$ cat src/rtl/seg_scan.sv
// Time-multiplexed driver for an eight-digit common-anode seven-segment display.
// Snapshots data/dp/enables once per frame and scans the digits with per-slot blanking.
module seg_scan #(
  parameter int unsigned SCAN_DIV = 100000,
  parameter int unsigned BLANK    = 16
) (
  input  logic        clk,
  input  logic        rst,
  input  logic [31:0] data,
  input  logic [7:0]  dp_in,
  input  logic [7:0]  en_mask,
  output logic [7:0]  anode,
  output logic [6:0]  seg,
  output logic        dp
);

  localparam int unsigned CW = (SCAN_DIV > 1) ? $clog2(SCAN_DIV) : 1;
  localparam logic [CW-1:0] CNT_LAST  = CW'(SCAN_DIV - 1);
  localparam logic [CW-1:0] CNT_BLANK = CW'(BLANK);

  logic [CW-1:0] cnt;
  logic [2:0]    dig;
  logic [31:0]   snap_data;
  logic [7:0]    snap_dp;
  logic [7:0]    snap_mask;

  logic          frame_start_c;
  logic [3:0]    nib_c;
  logic [7:0]    anode_nxt_c;
  logic [6:0]    seg_nxt_c;
  logic          dp_nxt_c;

  // Hex nibble to active-low {g,f,e,d,c,b,a}.
  function automatic logic [6:0] decode(input logic [3:0] n);
    logic [6:0] s;
    case (n)
      4'h0:    s = 7'h40;
      4'h1:    s = 7'h79;
      4'h2:    s = 7'h24;
      4'h3:    s = 7'h30;
      4'h4:    s = 7'h19;
      4'h5:    s = 7'h12;
      4'h6:    s = 7'h02;
      4'h7:    s = 7'h78;
      4'h8:    s = 7'h00;
      4'h9:    s = 7'h10;
      4'hA:    s = 7'h08;
      4'hB:    s = 7'h03;
      4'hC:    s = 7'h46;
      4'hD:    s = 7'h21;
      4'hE:    s = 7'h06;
      default: s = 7'h0E;
    endcase
    return s;
  endfunction

  assign frame_start_c = (cnt == '0) && (dig == 3'd0);
  assign nib_c         = snap_data[{dig, 2'b00} +: 4];

  // Next pin state from pre-edge counters and snapshot; the blank window covers the load cycle.
  always_comb begin
    anode_nxt_c = 8'hFF;
    seg_nxt_c   = 7'h7F;
    dp_nxt_c    = 1'b1;
    if ((cnt >= CNT_BLANK) && snap_mask[dig]) begin
      anode_nxt_c = ~(8'h01 << dig);
      seg_nxt_c   = decode(nib_c);
      dp_nxt_c    = ~snap_dp[dig];
    end
  end

  always_ff @(posedge clk) begin
    if (rst) begin
      cnt       <= '0;
      dig       <= 3'd0;
      snap_data <= 32'h0;
      snap_dp   <= 8'h0;
      snap_mask <= 8'h0;
      anode     <= 8'hFF;
      seg       <= 7'h7F;
      dp        <= 1'b1;
    end else begin
      if (cnt == CNT_LAST) begin
        cnt <= '0;
        dig <= dig + 3'd1;
      end else begin
        cnt <= cnt + CW'(1);
      end
      if (frame_start_c) begin
        snap_data <= data;
        snap_dp   <= dp_in;
        snap_mask <= en_mask;
      end
      anode <= anode_nxt_c;
      seg   <= seg_nxt_c;
      dp    <= dp_nxt_c;
    end
  end

endmodule

$ cat config.mk
export PLATFORM = sky130hd
export DESIGN_NAME = seg_scan
export DESIGN_NICKNAME = d
export VERILOG_FILES = /design/src/rtl/seg_scan.sv
export SDC_FILE = /design/constraint.sdc
export NUM_CORES = 1
export LEC_CHECK = 0
export CAP_MARGIN = 20
export CORE_MARGIN = 2
export CORE_UTILIZATION = 50
export CTS_CLUSTER_SIZE = 12
export DETAILED_ROUTE_END_ITERATION = 8
export GPL_ROUTABILITY_DRIVEN = 0
export GPL_TIMING_DRIVEN = 1
export MAX_ROUTING_LAYER = met4
export PLACE_DENSITY = 0.8
export SYNTH_ARGS = -nofsm -noshare
export SYNTH_HDL_FRONTEND = slang
export SYNTH_SLANG_ARGS = --single-unit
export TNS_END_PERCENT = 30
$ cat constraint.sdc
create_clock -name clk -period 3.1 [get_ports clk]
set_input_delay 0.62 -clock clk [delete_from_list [all_inputs] [get_ports clk]]
set_output_delay 0.62 -clock clk [all_outputs]
set_load 0.05 [all_outputs]
Word-level counts from Yosys, hierarchy flattened

Memories as Yosys holds them, arrays and structs flattened. A register that Yosys moved wholly into a read port is not among the register bits.
Cells that the tools add are included.

Add/sub/neg operators: 2
Magnitude comparators: 2
Equality and inequality tests: 1
Shift-type cells: 2
Muxes and demuxes: 4
Bitwise gates (word level): 3
Reductions and logical operators: 6

Operator list:

| operator              | count |
|---|---|
| $shiftx 32x6->4       | 1 |
| $add 17x1->17 const B | 1 |
| $eq 17x17->1 const B  | 1 |
| $ge 17x5->1 const B   | 1 |
| $logic_not 17->1      | 1 |
| $not 8->8             | 1 |
| $shl 1x3->8 const A   | 1 |
| $bmux 1 s3            | 2 |
| $lt 3x4->1 const B    | 1 |
| $reduce_or 2->1       | 2 |
| $add 3x1->3 const B   | 1 |
| $logic_not 3->1       | 1 |
| $logic_and 1x1->1     | 2 |
| $mux 1                | 2 |
| $not 1->1             | 2 |

Bits in registers: 77
Memory bits (read-only): 112
Bits of input ports: 50
Output and inout bits: 16
Word-level logic and storage cells: 28
Memories: 1

Memory list:

| name             | depth | bits a word | read ports | clocked after memory_dff | write ports | line | text |
|---|---|---|---|---|---|---|---|
| (name not given) | 16    | 7           | 1          | 1                        | 0           | 36   | `case (n)` |

Longest topological paths before layout

Gate-level depths: netlist of run 1.

Word-level depth: 5
Mapped depth: 10
Gate-level depth less buffers: 8

Worst setup path before layout of run 1

Ideal clock, no wire load.

Path kind: reg-to-reg
Start: register dig[0]
End: register seg[3]
Setup time: 0.074 ns
Data arrival time: 2.118 ns
Data required time: 3.026 ns
Path slack: 0.908 ns
Stages on the path, launching flop included: 9
Path buffers: 2
Period minus slack after synthesis: 2.192 ns
Cell sequence: dfxtp_1 > buf_6 > buf_8 > mux4_2 > mux2_2 > inv_1 > ha_1 > o211a_1 > o21ai_0

Cells in the longest elaborated chain, start to end: 5
Elaborated cells on any way between the ends: 6
Those cells by class: shift (1); mux (2); bitwise (1); reduce/logical (2)

RTL lines:

| element                      | line | text |
|---|---|---|
| start, declared              | 22   | `logic [2:0] dig;` |
| start signal, assigned       | 85   | `dig <= dig + 3'd1;` |
| $bmux 1 s3                   | 65   | `if ((cnt >= CNT_BLANK) && snap_mask[dig]) begin` |
| $mux 1 (not written as such) | 65   |  |
| $logic_and 1x1->1            | 65   |  |
| $not 1->1 (no line)          | n/a  |  |
| $reduce_or 2->1 (no line)    | n/a  |  |
| end, declared                | 13   | `output logic [6:0] seg,` |

Parallel ways exist; a longest one is shown, timed or not. The select of a mux whose other input is x is not followed.
A chain may end at the register's enable or synchronous reset.

Final worst setup path of run 1

Same ends and word-level chain as after synthesis.

==> impl_metrics.toml, run 1 <==
[logic_synthesis]
postSynth.asyncResetShare_pct = 0
syn-num-nets = 478
ys_seq_area_share_pct = 45.98
synth_top_area_share_pct = 45.98
avgSynthCellArea_um2 = 8.834
yosys.area.top_type = "dfxtp_1"
ys_top_cells_by_count = "nand2_1 (122), dfxtp_1 (84), a21oi_1 (50)"
synth_area_leaders = "dfxtp_1 (46%), nand2_1 (13%), mux4_2 (7.4%), a21oi_1 (6.8%), ha_1 (4.8%)"
synth_most_common_cell = "nand2_1"
ys.flop_type = "dfxtp_1"
synth_cells = 414
synth_edf_count = 0
yosys_warnings = 0
synth_area_um2 = 3657
synth.distinct_cells = 37
synth-seq-cells = 84

[global_route]
grt_pass1_vias = 2683
grt_max_degree = 54
overflow = 0
track_usage_pct = 20.88
antenna_found_initial = 0
grt_pass1_wl_um = 12240

[layout]
n_antenna_cell = 0
final_util_pct = 62.67
drive_gt1_share_pct = 9.091
syn_to_final_growth_pct = 22.96
fin_nets = 532

[floorplanning]
num_rows = 31
die_h_um = 89.53
ios = 66
die_area_um2 = 8015
start_util_pct = 50.97
chipWidth_um = 89.53
core_area_um2 = 7176

[sta]
slew_headroom_pct = 38.90
hold_violations = 0
fin_skew_ps = 11.90
worst_slew_pin_slew_ps = 916.6
min_period_ps = 2467
post-route-period-util_pct = 79.58
final.setup.tns_ps = 0
slew_viol_final = 0
fmax_mhz = 405.3
rsz0062_at_grt = "no"
setup_viol = 0

[cts]
cts_buffer_depth = 2
cts-root-buf = "clkbuf_8"
postCtsHoldBufs = 0
cts_tree = "built"
post_cts_buffers = 0
cts_buffers = 9
clock-sinks = 84
clk_pin_slew_ps = 90
clk_latency_ps = 360
h-tree-depth = 3
post_cts_resize_count = 0

[setup_path]
cp.required_ps = 3370
startpoint_type = "register"
path_max_fanout = 9
critPathArrivalTime_ps = 2740
setup.worst_path.class = "register to register"
end_kind = "register"

[power_and_ir_drop]
p_sw_share_pct = 27.97
leakage_nw = 1.722
ir_drop_uv = 240.6
power-per-cell-area_nw_per_um2 = 490.8
p_sw_mw = 0.6172
internal_power_mw = 1.590
power.share.sequential_pct = 53.2
power.share.clock_pct = 32.9
pwr-share-comb_pct = 13.9

[place]
dp_hpwl_um = 5135
portBuffers = 65

[routing]
drt-met1-wl_um = 3296
antenna_left = 0
met2_length_um = 3470
routed.top_layer = "met4"
drcViolationCount = 0
drt_iter0_drc = 124
wl_met3_um = 335
vias_per_cell = 5.133
drtPass1Iterations = 5
wl_per_cell_um = 12.65
routed_wl_um = 7236
num_vias = 2936

[hold_path]
hold_class = "register to register"

[run]
max-cap-violations = 0

[outcome]
status = "complete, no violations"
==> path summary, 6_finish.rpt <==
| check | from | endpoint | slack (ps) | cells past startpoint |
|---|---|---|---|---|
| setup reg to reg | dig[0] | seg[3] | 630 | 6 |
| hold / removal | snap_data[19] | snap_data[19] | 460 | 2 |
| setup / recovery | dig[0] | seg[3] | 630 | 6 |
| hold reg to reg | snap_data[19] | snap_data[19] | 460 | 2 |
==> cell usage in the layout (no fill, tap or decap), drive strengths merged, types with 4 or more instances in the layout <==
master and count:
clkdlybuf4s50 64, mux2i 5, mux4 12, inv 12, dfxtp 84, clkinv 4, ha 14, nand3 9
clkbuf 9, nand2 122, nor4 5, nand4 4, xor2 9, xnor2 7, buf 5, nor2 30
a21oi 50
==> sequential cells by signal, indices dropped and copies added (netlist names) <==
register and cells:
snap_data 32, snap_mask 8, anode 8, seg 7
snap_dp 8, dp 1, cnt 17, dig 3
==> power groups by stage <==
stage	Combinational, mW	Clock (mW)	Sequential (mW)
after floorplan	0.219	0	1.19
after global placement	0.296	0	1.20
after detailed placement	0.307	0	1.20
after CTS	0.308	0.733	1.17
after global routing	0.344	0.789	1.18
final	0.306	0.726	1.17
==> per-layer routing <==
metal / track usage, % / up-vias
met1: 27.35 / 1359
met3: 5.910 / 11
met4: 7.463 / 0
met2: 30.98 / 80
met5: - / -
li1: - / 1486
==> cells by family (layout without fill, tap and decap cells) <==
logic type | Yosys count | count (layout) | synth area share (%)
compound gates | 61 | 61 | 9.100
xor+xnor | 16 | 16 | 3.832
fa+ha+maj | 14 | 14 | 4.790
buf+inv | 37 | 96 | 5.337
flops | 84 | 84 | 45.98
mux | 20 | 20 | 9.682
simple gates | 182 | 182 | 21.28
==> cell type report <==
cell class | count | area, um^2
fill | 604 | 2679
multi-input combinational | 293 | 1789
sequential | 84 | 1682
timing repair buffer | 69 | 675.6
clock buffer | 9 | 123.9
tap | 99 | 123.9
clock inverter | 7 | 61.31
inverter | 11 | 41.29
==> critical path, stage by stage, from the launching register on <==
cell	delay, ps
dfxtp_1	670
mux4_2	570
mux2_2	330
inv_1	140
ha_1	270
o211a_1	220
o21ai_0	180
==> through the flow <==
stage	cells	power (mW)	setup WS, ps	cell area [um^2]	hold WS (ps)
floorplan	414	1.407	907.9	3657	433.1
global placement	556	1.493	682.0	4312	439.7
detailed placement	556	1.506	628.5	4312	447.1
CTS	572	2.215	616.5	4497	459.0
global route	572	2.316	363.9	4497	482.7
finish	572	2.207	633.0	4497	457.5
Power figures use the tool's default switching activity.
==> run 2: changes to the inputs <==
==> constraint.sdc (replaced) <==
create_clock -name clk -period 2.55 [get_ports clk]
set_input_delay 0.51 -clock clk [delete_from_list [all_inputs] [get_ports clk]]
set_output_delay 0.51 -clock clk [all_outputs]
set_load 0.05 [all_outputs]
==> impl_metrics.toml, run 2 (synthesis gave the netlist of run 1 again) <==
[power_and_ir_drop]
power.share.sequential_pct = 49.6
ir_drop_uv = 301.3
internal_power_mw = 2.139
pwr-share-comb_pct = 13.1
p_sw_share_pct = 26.03
leakage_nw = 1.777
power-per-cell-area_nw_per_um2 = 630.8
p_sw_mw = 0.7528
power.share.clock_pct = 37.3

[setup_path]
path_max_fanout = 8
setup.worst_path.class = "register to register"
crit_path_max_incr_delay_ps = 580
ff2ff_setup_slack_ps = 190
cp_slowest_cell = "dfxtp_1"
cp.required_ps = 2840
critPathArrivalTime_ps = 2650
crit_chain = "mux4_2 > mux2_2 > inv_1 > ha_1 > o211a_1 > o21ai_0"
crit_start = "dig[0]"
r2r_cells = 6
r2r-end = "seg[3]"
startpoint_type = "register"
end_kind = "register"
rr_startpoint = "dig[0]"
cp-endpoint = "seg[3]"

[layout]
final_cell_mix = "nand2_1 (122), dfxtp_1 (84), clkdlybuf4s50_1 (64), a21oi_1 (50), nor2_1 (30)"
regMostFlops = "snap_data"
ff_latch_area_um2 = 1682
fillers = 581
fin_cells = 576
top_regs = "snap_data x32, cnt x17"
multiInputGateArea_um2 = 1789
final_common_cell = "nand2_1"
n_antenna_cell = 0
fin_nets = 536
final_cell_area_um2 = 4584
drive_gt1_share_pct = 9.853
syn_to_final_growth_pct = 25.35
largest_register_ffs = 32

[cts]
post_cts_buffers = 0
cts_tree = "built"
post_cts_resize_count = 0
cts_buffers = 9
postCtsHoldBufs = 0
clk_pin_slew_ps = 90
cts_buffer_depth = 2
cts-root-buf = "clkbuf_8"
h-tree-depth = 3
clk_latency_ps = 370
clock-sinks = 84

[routing]
vias_per_cell = 5.141
num_vias = 2961
drt_iter0_drc = 115
routed_wl_um = 7452
antenna_left = 0
drcViolationCount = 0
wl_per_cell_um = 12.94
drtPass1Iterations = 4

[sta]
fmax_mhz = 423.3
postLayoutSetupSlackWorst_ps = 187.7
rsz0062_at_grt = "no"
hold_violations = 0
slew_viol_final = 0
slew_headroom_pct = 47.20
final.setup.tns_ps = 0
fin_skew_ps = 13.65
worst_slew_pin_slew_ps = 789.0
post-route-period-util_pct = 92.64
min_period_ps = 2362
setup_viol = 0

[global_route]
grt_pass1_vias = 2775
track_usage_pct = 21.52
grt_pass1_wl_um = 12730
grt_max_degree = 49
overflow = 0
antenna_found_initial = 0

[place]
placed_cells = 560
pre_cts_ws_ps = 201.4
portBuffers = 65
dp_hpwl_um = 5301
place_area_um2 = 4354

[outcome]
status = "complete, no violations"

[hold_path]
hold_class = "register to register"

[floorplanning]
core_area_um2 = 7176
die_h_um = 89.53
start_util_pct = 50.97
ios = 66
num_rows = 31
die_area_um2 = 8015
chipWidth_um = 89.53

[run]
max-cap-violations = 0
run 2: how the worst min path moves through the flow:
stage	slack, ps	start	to	cells past startpoint
floorplan	430	snap_data[10]	snap_data[10]	2
global placement	440	snap_dp[5]	snap_dp[5]	2
detailed placement	450	snap_mask[7]	snap_mask[7]	2
CTS	460	snap_mask[7]	snap_mask[7]	2
global route	480	snap_mask[7]	snap_mask[7]	2
finish	460	snap_mask[7]	snap_mask[7]	2
run 2: metrics by stage:
stage	total power, mW	util, %	hold slack (ps)
3_3_place_gp	1.830	60.68	441.6
6_report	2.892	63.89	456.5
4_1_cts	2.908	63.89	458.1
3_5_place_dp	1.842	60.68	446.8
2_1_floorplan	1.710	-	433.1
5_1_grt	3.012	63.89	481.0
run 2: final cells by class:
type	instances	area share, %
multi-input combinational	293	39.03
sequential	84	36.68
timing repair buffer	73	15.67
clock buffer	9	2.702
tap	99	2.702
clock inverter	7	2.320
inverter	11	0.9007
run 2: layer usage:
metal	part of all wire, %	vias up	global-route usage (%)
met5	0	-	-
met3	4.5	15	5.910
met1	46	1373	26.95
met2	47	81	32.53
li1	-	1492	-
met4	2.5	0	9.634
run 2: power by group through the flow:
stage / sequential, mW / clock (mW) / combinational [mW]
floorplan: 1.44 / 0 / 0.266
global placement: 1.46 / 0 / 0.368
detailed placement: 1.46 / 0 / 0.380
CTS: 1.43 / 1.09 / 0.383
global route: 1.44 / 1.14 / 0.426
finish: 1.43 / 1.08 / 0.379
run 2: critical path, delay by kind of cell (launching register included):
family,cells,cell delay (ps)
buf+inv,1,130
mux,2,910
fa+ha+maj,1,260
flops,1,580
compound gates,2,400
==> run 3: changes to the inputs <==
--- a/config.mk
+++ b/config.mk
@@ -6,7 +6,6 @@
 export NUM_CORES = 1
 export LEC_CHECK = 0
 export CAP_MARGIN = 20
-export CORE_MARGIN = 2
 export CORE_UTILIZATION = 50
 export CTS_CLUSTER_SIZE = 12
 export DETAILED_ROUTE_END_ITERATION = 8
==> impl_metrics.toml, run 3 (synthesis gave the netlist of run 1 again) <==
[sta]
slew_headroom_pct = 65.38
slew_viol_final = 0
hold_violations = 0
fmax_mhz = 418.8
post-route-period-util_pct = 93.63
rsz0062_at_grt = "no"
min_period_ps = 2388
fin_skew_ps = 12.17
final.setup.tns_ps = 0
hold_ws_ps = 456.0
setup_viol = 0
postLayoutSetupSlackWorst_ps = 162.5
worst_slew_pin_slew_ps = 519.2

[routing]
num_vias = 3022
antenna_left = 0
drcViolationCount = 0
drt_iter0_drc = 133
drtPass1Iterations = 5
routed_wl_um = 7855
vias_per_cell = 5.274
wl_per_cell_um = 13.71

[setup_path]
path_max_fanout = 9
ff2ff_setup_slack_ps = 160
cp.required_ps = 2760
end_kind = "register"
setup.worst_path.class = "register to register"
critPathArrivalTime_ps = 2590
r2r_cells = 6
startpoint_type = "register"

[global_route]
grt_pass1_wl_um = 13020
track_usage_pct = 22.91
overflow = 0
grt_max_degree = 53
grt_pass1_vias = 2886
antenna_found_initial = 0

[layout]
regMostFlops = "snap_data"
largest_register_ffs = 32
final_cell_mix = "nand2_1 (122), dfxtp_1 (84), clkdlybuf4s50_1 (64), a21oi_1 (50), nor2_1 (29)"
final_common_cell = "nand2_1"
fillers = 594
fin_nets = 536
fin_cells = 573
top_regs = "snap_data x32, cnt x17"
multiInputGateArea_um2 = 1792
drive_gt1_share_pct = 10.06
ff_latch_area_um2 = 1682
n_antenna_cell = 0
final_util_pct = 65.87
syn_to_final_growth_pct = 25.08

[cts]
clk_latency_ps = 360
post_cts_buffers = 0
h-tree-depth = 3
cts-root-buf = "clkbuf_8"
clk_pin_slew_ps = 90
cts_buffers = 9
clock-sinks = 84
cts_buffer_depth = 2
cts_tree = "built"

[place]
placed_cells = 557
portBuffers = 65
dp_hpwl_um = 5573
pre_cts_ws_ps = 189.1

[floorplanning]
die_h_um = 87.53
chipWidth_um = 87.53
start_util_pct = 52.67
die_area_um2 = 7661
num_rows = 30
core_area_um2 = 6944
ios = 66

[hold_path]
whs_path_depth = 2
hold_class = "register to register"

[power_and_ir_drop]
power-per-cell-area_nw_per_um2 = 626.6
ir_drop_uv = 336.0
leakage_nw = 1.766

[run]
max-cap-violations = 0

[outcome]
status = "complete, no violations"
==> run 3: changes by cell type in the layout (fill, tap and decap cells not counted) <==
cell / change
clkinv_2: +1
clkinv_4: -2
clkinvlp_4: +2
inv_8: -1
nor2_1: -1
nor2_2: +1
==> run 3: repair_timing <==
| item | CTS | global route |
|---|---|---|
| setup endpoints to repair | 0 | 3 |
| hold buffers | 0 | 0 |
| gates resized for setup | 0 | 1 |
==> run 3: cell type report <==
type,instances,share of cell area [%]
Multi-Input combinational cell,293,39.17
Clock inverter,7,2.133
Tap cell,96,2.626
Timing Repair Buffer,73,15.70
Sequential cell,84,36.76
Clock buffer,9,2.708
Inverter,11,0.9026
==> run 3: per-layer routing <==
| metal | GRT usage [%] | part of all wire (%) | vias up |
|---|---|---|---|
| met3 | 4.645 | 3.6 | 19 |
| met1 | 27.74 | 45 | 1421 |
| met5 | - | 0 | - |
| met4 | 11.62 | 2.7 | 0 |
| met2 | 36.29 | 48 | 87 |
| li1 | - | - | 1495 |
==> run 3: worst max-delay path: stages (launching register included) <==
cell      delay [ps]
dfxtp_1          560
buf_4            240
mux4_2           500
mux2i_1          320
buf_4            230
mux2i_1          230
o221ai_1         150
==> run 3: power breakdown <==
part           internal, mW  total [mW]  switching [mW]
registers              1.39        1.43          0.0468
clock network         0.556        1.05           0.489
logic                 0.184       0.386           0.202
==> run 3: worst paths after layout <==
kind,start,endpoint
setup / recovery,dig[0],seg[5]
hold / removal,snap_data[9],snap_data[9]
setup reg to reg,dig[0],seg[5]
hold reg to reg,snap_data[9],snap_data[9]
==> run 3: stage by stage <==
stage	cell area [um^2]	power (mW)
2_1_floorplan	3657	1.710
3_3_place_gp	4350	1.830
3_5_place_dp	4350	1.847
4_1_cts	4572	2.882
5_1_grt	4574	2.994
6_report	4574	2.866
